$ cat src/rtl/vm_pkg.sv
// Vending-machine shared definitions: price width, default product prices,
// product index type and the write-port result encoding.
package vm_pkg;

  localparam int unsigned PRICE_W      = 8;
  localparam int unsigned NUM_PRODUCTS = 4;

  localparam logic [PRICE_W-1:0] PRICE_P0 = 8'd10;
  localparam logic [PRICE_W-1:0] PRICE_P1 = 8'd20;
  localparam logic [PRICE_W-1:0] PRICE_P2 = 8'd40;
  localparam logic [PRICE_W-1:0] PRICE_P3 = 8'd0;

  // Slot i lives at bits [i*PRICE_W +: PRICE_W]
  localparam logic [NUM_PRODUCTS*PRICE_W-1:0] DEFAULT_PRICES =
    {PRICE_P3, PRICE_P2, PRICE_P1, PRICE_P0};

  typedef logic [$clog2(NUM_PRODUCTS)-1:0] product_idx_t;

  // Outcome of a write strobe, reported one cycle later
  typedef enum logic [1:0] {
    WR_IDLE,
    WR_ACK,
    WR_ERR
  } wr_result_e;

endpackage

$ cat src/rtl/price_regfile.sv
// Price register file: one register per product slot, async reset to the
// default price, one synchronous write port, one combinational read port.
// Selectors with no matching slot read as zero and write nothing.
module price_regfile
  import vm_pkg::*;
#(
  parameter int unsigned NUM_PRODUCTS = 4,
  parameter int unsigned PRICE_W      = 8,
  parameter int unsigned SEL_W        = $clog2(NUM_PRODUCTS),
  parameter logic [NUM_PRODUCTS*PRICE_W-1:0] DEFAULT_PRICES = '0
) (
  input  logic               clk,
  input  logic               rst,
  input  logic               wr_en,
  input  logic [SEL_W-1:0]   wr_sel,
  input  logic [PRICE_W-1:0] wr_data,
  input  logic [SEL_W-1:0]   rd_sel,
  output logic [PRICE_W-1:0] rd_data
);

  logic [PRICE_W-1:0] price_q [NUM_PRODUCTS];
  logic [PRICE_W-1:0] price_d [NUM_PRODUCTS];

  // Next-state: decode the write selector onto the matching slot
  always_comb begin
    for (int unsigned i = 0; i < NUM_PRODUCTS; i++) begin
      price_d[i] = price_q[i];
      if (wr_en && (wr_sel == SEL_W'(i))) begin
        price_d[i] = wr_data;
      end
    end
  end

  // Price registers, reverting to the default table on reset
  always_ff @(posedge clk or posedge rst) begin
    if (rst) begin
      for (int unsigned i = 0; i < NUM_PRODUCTS; i++) begin
        price_q[i] <= DEFAULT_PRICES[i*PRICE_W +: PRICE_W];
      end
    end else begin
      for (int unsigned i = 0; i < NUM_PRODUCTS; i++) begin
        price_q[i] <= price_d[i];
      end
    end
  end

  // Read mux; a selector matching no slot yields zero
  always_comb begin
    rd_data = '0;
    for (int unsigned i = 0; i < NUM_PRODUCTS; i++) begin
      if (rd_sel == SEL_W'(i)) begin
        rd_data = price_q[i];
      end
    end
  end

endmodule

$ cat src/rtl/product_price_table.sv
// Programmable product price table: registered price queries with
// availability flag, plus a lockable write port with ack/err pulses.
module product_price_table
  import vm_pkg::*;
#(
  parameter int unsigned NUM_PRODUCTS = 4,
  parameter int unsigned PRICE_W      = vm_pkg::PRICE_W,
  parameter int unsigned SEL_W        = $clog2(NUM_PRODUCTS),
  parameter logic [NUM_PRODUCTS*PRICE_W-1:0] DEFAULT_PRICES =
    vm_pkg::DEFAULT_PRICES
) (
  input  logic               clk,
  input  logic               rst,
  input  logic               req_valid,
  input  logic [SEL_W-1:0]   req_sel,
  output logic               rsp_valid,
  output logic [PRICE_W-1:0] rsp_cost,
  output logic               rsp_avail,
  input  logic               wr_en,
  input  logic [SEL_W-1:0]   wr_sel,
  input  logic [PRICE_W-1:0] wr_price,
  input  logic               lock,
  output logic               wr_ack,
  output logic               wr_err
);

  logic               req_in_range;
  logic               wr_in_range;
  logic               wr_accept;
  logic [PRICE_W-1:0] rd_data;

  logic               rsp_valid_q, rsp_valid_d;
  logic [PRICE_W-1:0] rsp_cost_q,  rsp_cost_d;
  logic               rsp_avail_q, rsp_avail_d;
  wr_result_e         wr_res_q,    wr_res_d;

  // Range checks only exist when the selector can exceed the slot count
  if (NUM_PRODUCTS == (1 << SEL_W)) begin : g_pow2
    // Every selector value names a real slot
    always_comb begin
      req_in_range = 1'b1;
      wr_in_range  = 1'b1;
    end
  end else begin : g_npow2
    // Compare selectors against the slot count
    always_comb begin
      req_in_range = (req_sel < SEL_W'(NUM_PRODUCTS));
      wr_in_range  = (wr_sel  < SEL_W'(NUM_PRODUCTS));
    end
  end

  // A write is accepted only when unlocked and aimed at a real slot
  always_comb begin
    wr_accept = wr_en && !lock && wr_in_range;
  end

  // The read port sees the pre-edge table, so a same-cycle write to the
  // queried slot is not visible in that query's response.
  price_regfile #(
    .NUM_PRODUCTS  (NUM_PRODUCTS),
    .PRICE_W       (PRICE_W),
    .SEL_W         (SEL_W),
    .DEFAULT_PRICES(DEFAULT_PRICES)
  ) u_regfile (
    .clk    (clk),
    .rst    (rst),
    .wr_en  (wr_accept),
    .wr_sel (wr_sel),
    .wr_data(wr_price),
    .rd_sel (req_sel),
    .rd_data(rd_data)
  );

  // Response and write-result next state; response fields hold when idle
  always_comb begin
    rsp_valid_d = req_valid;
    rsp_cost_d  = rsp_cost_q;
    rsp_avail_d = rsp_avail_q;
    if (req_valid) begin
      rsp_avail_d = req_in_range && (rd_data != '0);
      rsp_cost_d  = rsp_avail_d ? rd_data : '0;
    end

    wr_res_d = WR_IDLE;
    if (wr_en) begin
      wr_res_d = wr_accept ? WR_ACK : WR_ERR;
    end
  end

  // Response pipeline and write-result registers
  always_ff @(posedge clk or posedge rst) begin
    if (rst) begin
      rsp_valid_q <= 1'b0;
      rsp_cost_q  <= '0;
      rsp_avail_q <= 1'b0;
      wr_res_q    <= WR_IDLE;
    end else begin
      rsp_valid_q <= rsp_valid_d;
      rsp_cost_q  <= rsp_cost_d;
      rsp_avail_q <= rsp_avail_d;
      wr_res_q    <= wr_res_d;
    end
  end

  // Output decode; one encoded result keeps ack and err mutually exclusive
  always_comb begin
    rsp_valid = rsp_valid_q;
    rsp_cost  = rsp_cost_q;
    rsp_avail = rsp_avail_q;
    wr_ack    = (wr_res_q == WR_ACK);
    wr_err    = (wr_res_q == WR_ERR);
  end

endmodule

$ cat config.mk
export PLATFORM = sky130hd
export DESIGN_NAME = product_price_table
export DESIGN_NICKNAME = d
export VERILOG_FILES = /design/src/rtl/vm_pkg.sv /design/src/rtl/price_regfile.sv /design/src/rtl/product_price_table.sv
export SDC_FILE = /design/constraint.sdc
export NUM_CORES = 1
export LEC_CHECK = 0
export BUFFER_PORTS_ARGS = -buffer_cell sky130_fd_sc_hd__buf_2
export CAP_MARGIN = 0
export CORE_ASPECT_RATIO = 1.5
export CORE_MARGIN = 4
export CORE_UTILIZATION = 50
export CTS_CLUSTER_DIAMETER = 100
export DETAILED_ROUTE_END_ITERATION = 7
export GPL_TIMING_DRIVEN = 0
export HOLD_SLACK_MARGIN = 0.02
export PLACE_DENSITY_LB_ADDON = 0.15
export SETUP_SLACK_MARGIN = 0.2
export SLEW_MARGIN = 5
export SYNTH_ARGS = -nofsm -noshare
export SYNTH_HDL_FRONTEND = slang
export SYNTH_SLANG_ARGS = --single-unit
$ cat constraint.sdc
create_clock -name clk -period 1.65 [get_ports clk]
set_input_delay 0.0825 -clock clk [delete_from_list [all_inputs] [get_ports clk]]
set_output_delay 0.0825 -clock clk [all_outputs]
set_load 0.03 [all_outputs]
==> results by group <==
Hold path
  – Hold Path Depth: 2
  – Hold WC Path Type: in -> reg
  – Hold endpoint: wr_res_q[1]
  – Min-delay src: lock

Worst setup path
  – CP Class: reg -> reg
  – Critical path peak fanout: 2
  – CP max stage delay: 0.50 ns
  – CP max stage cell: mux4_2
  – RR Endpoint: rsp_avail
  – Worst r2r src: u_regfile.price_q[6]
  – Critical Path Sink Type: register
  – Crit path required time: 1.79 ns
  – Cell family with most CP delay: multiplexers
  – R2R depth: 3
  – CP bufs+invs: 0
  – Arr. time, crit path: 1.58 ns
  – Worst setup SP type: register
  – Worst path cell trace: mux4_2, nor4_2, a41oi_1
  – R2R Setup Slk: 0.21 ns

STA
  – Layout Skew: 0.00798 ns
  – Period minus WS final: 1.44 ns
  – Final worst slack: 0.208 ns
  – Slew Viols, Final: 0
  – Tightest Pin Transition: 0.891 ns
  – Fmax: 0.693 GHz
  – Relative slew slack: 40.5%
  – Final hold violation count: 0
  – Final TNS setup: 0 ns
  – Number of setup violations in the final report: 0
  – Fin crit share: 87.4%
  – Unrepaired setup endpoints after global routing: true

Pwr
  – Peak supply drop: 0.862 mV
  – Power Density: 1260 nW/um^2
  – LEAKAGE: 0.000994 uW
  – PnR Total Power: 2790 uW

Logic synthesis
  – Syn Nets: 128
  – Synth Instances: 111
  – Syn Std Cell Area: 1890 sq um
  – Flops & latches, synth: 44
  – Sequential area share after synthesis: 58.6%
  – Post-synth top area cell: dfrtp_1
  – Top post-synthesis cells by area: dfrtp_1 50%, mux2_2 24%, dfstp_2 8.3%
  – Post-synthesis area per instance: 17.0 sq um
  – Synth warnings: 0
  – Count of cell types in the netlist: 20
  – Synth top area share: 50.3%

Placement
  – Hpwl dp: 2410 um
  – Area after DPL: 2080 sq um
  – Worst slack, placed: 0.0651 ns
  – Port Buffers: 26
  – GPL Wtd Cong: 0.681

Route
  – DR iter-0 viols: 20
  – Antenna-violating nets left: 0
  – DRT Wirelength: 3410 um
  – DRC: 0
  – DR pass1 iterations: 4
  – Post-DR wirelength/cell: 17.8 um
  – Drt via density: 5.56
  – Via count: 1067

Clocking
  – Root Driver: clkbuf_8
  – Sink Count: 44
  – CTS tree: built
  – CTS max path bufs: 2
  – Clk Latency, worst-skew pair: 0.29 ns
  – Clk pin slew, worst setup/hold paths: 0.08 ns
  – Post-CTS Setup Bufs: 0
  – H-Tree Depth: 2
  – TritonCTS Buffers: 5

Global routing
  – All-Layer GR Usage: 16.2%
  – Met1 Track Usage GR: 19.7%
  – First-pass GRT wire length: 5840 um
  – GRT Residual Overflow: 0
  – Initial antenna violation count: 0
  – Grt met2 use: 27.0%
  – M3 GR Usage: 4.51%
  – Largest net degree at the start of global routing: 45
  – Vias in the first global route: 1177
  – Global route hottest layer: met2

Die
  – Core area: 3650 sq um
  – Initial Util: 51.9%
  – Die width: 58.2 um
  – Die Ht: 83.3 um
  – Die Area: 4850 sq um
  – Rows: 27
  – I/O Pins: 29

Status
  – Outcome: complete, no violations

Job
  – Maxcap violations: 0

Layout
  – Most frequent cells in the layout: 40 x mux2_2, 38 x dfrtp_1, 28 x buf_2
  – Most common cell after layout, fill and taps aside: mux2_2
  – Final net count: 165
  – Synth-to-layout area growth: 17.0%
  – Final core occ: 60.7%
  – Layout cell share with drive strength beyond 1: 61.1%
  – Non-Filler Cell Area, Final: 2210 sq um
  – Number of diodes: 0
==> flip-flops by register name, summed over array words and instances (netlist names) <==
name	flops
wr_res_q	2
rsp_avail	1
u_regfile.price_q	32
rsp_cost	8
rsp_valid	1
==> kinds of logic after synthesis <==
logic type,share of synthesized area (%)
and+or+nand+nor,4.69
DFF,58.6
buffers and inverters,1.92
muxes,34.3
AOI/OAI and AO/OA,0.463
==> cells in the mapped netlist <==
master,n
nand3_1,1
buf_1,1
clkbuf_1,1
nor3_1,1
buf_6,1
mux2_2,40
buf_2,2
nor4_2,1
nor2b_1,2
dfrtp_1,38
a41oi_1,1
inv_1,2
mux4_2,3
and3b_1,2
nor2b_4,1
mux4_1,5
and2_1,1
nor2_1,1
dfstp_2,6
nor3b_2,1
==> power breakdown <==
group / total [uW] / internal (uW) / switching (uW)
clock: 674 / 334 / 340
sequential: 1450 / 1340 / 112
combinational: 666 / 336 / 330
==> timing repair <==
item                                   4_1_cts  5_1_grt
hold buffers                                 4        0
gates resized for setup                      0        1
setup endpoints to repair                    1        1
endpoints found under the hold margin       41        0
==> cell type report <==
cell class / instances / area [sq um]
clock inverter: 2 / 10.0
timing repair buffer: 30 / 170
fill: 293 / 1440
tap: 43 / 53.8
inverter: 2 / 7.51
buffer: 5 / 28.8
sequential: 44 / 1110
multi-input combinational: 60 / 752
clock buffer: 6 / 82.6
==> metrics by stage <==
stage	hold slack, ns	std cells
floorplan	0.114	111
finish	0.0513	192
detailed placement	0.213	180
global placement	0.205	180
CTS	0.0434	192
global route	0.0536	192
==> metal layers <==
metal / up-vias / part of all wire (%)
li1: 487 / -
met1: 550 / 41
met2: 25 / 53
met3: 5 / 4.3
met4: 0 / 1.5
met5: - / 0
==> how the worst max path moves through the flow <==
stage                    startpoint  cells past startpoint  slack [ns]                    end
2_1_floorplan  u_regfile.price_q[6]                      3        0.29              rsp_avail
3_3_place_gp                   lock                      4        0.08  u_regfile.price_q[28]
3_5_place_dp                   lock                      4        0.07  u_regfile.price_q[31]
4_1_cts        u_regfile.price_q[6]                      3        0.19              rsp_avail
5_1_grt        u_regfile.price_q[6]                      3        0.17              rsp_avail
6_report       u_regfile.price_q[6]                      3        0.21              rsp_avail
No activity file was read; power rests on OpenSTA's default activity.
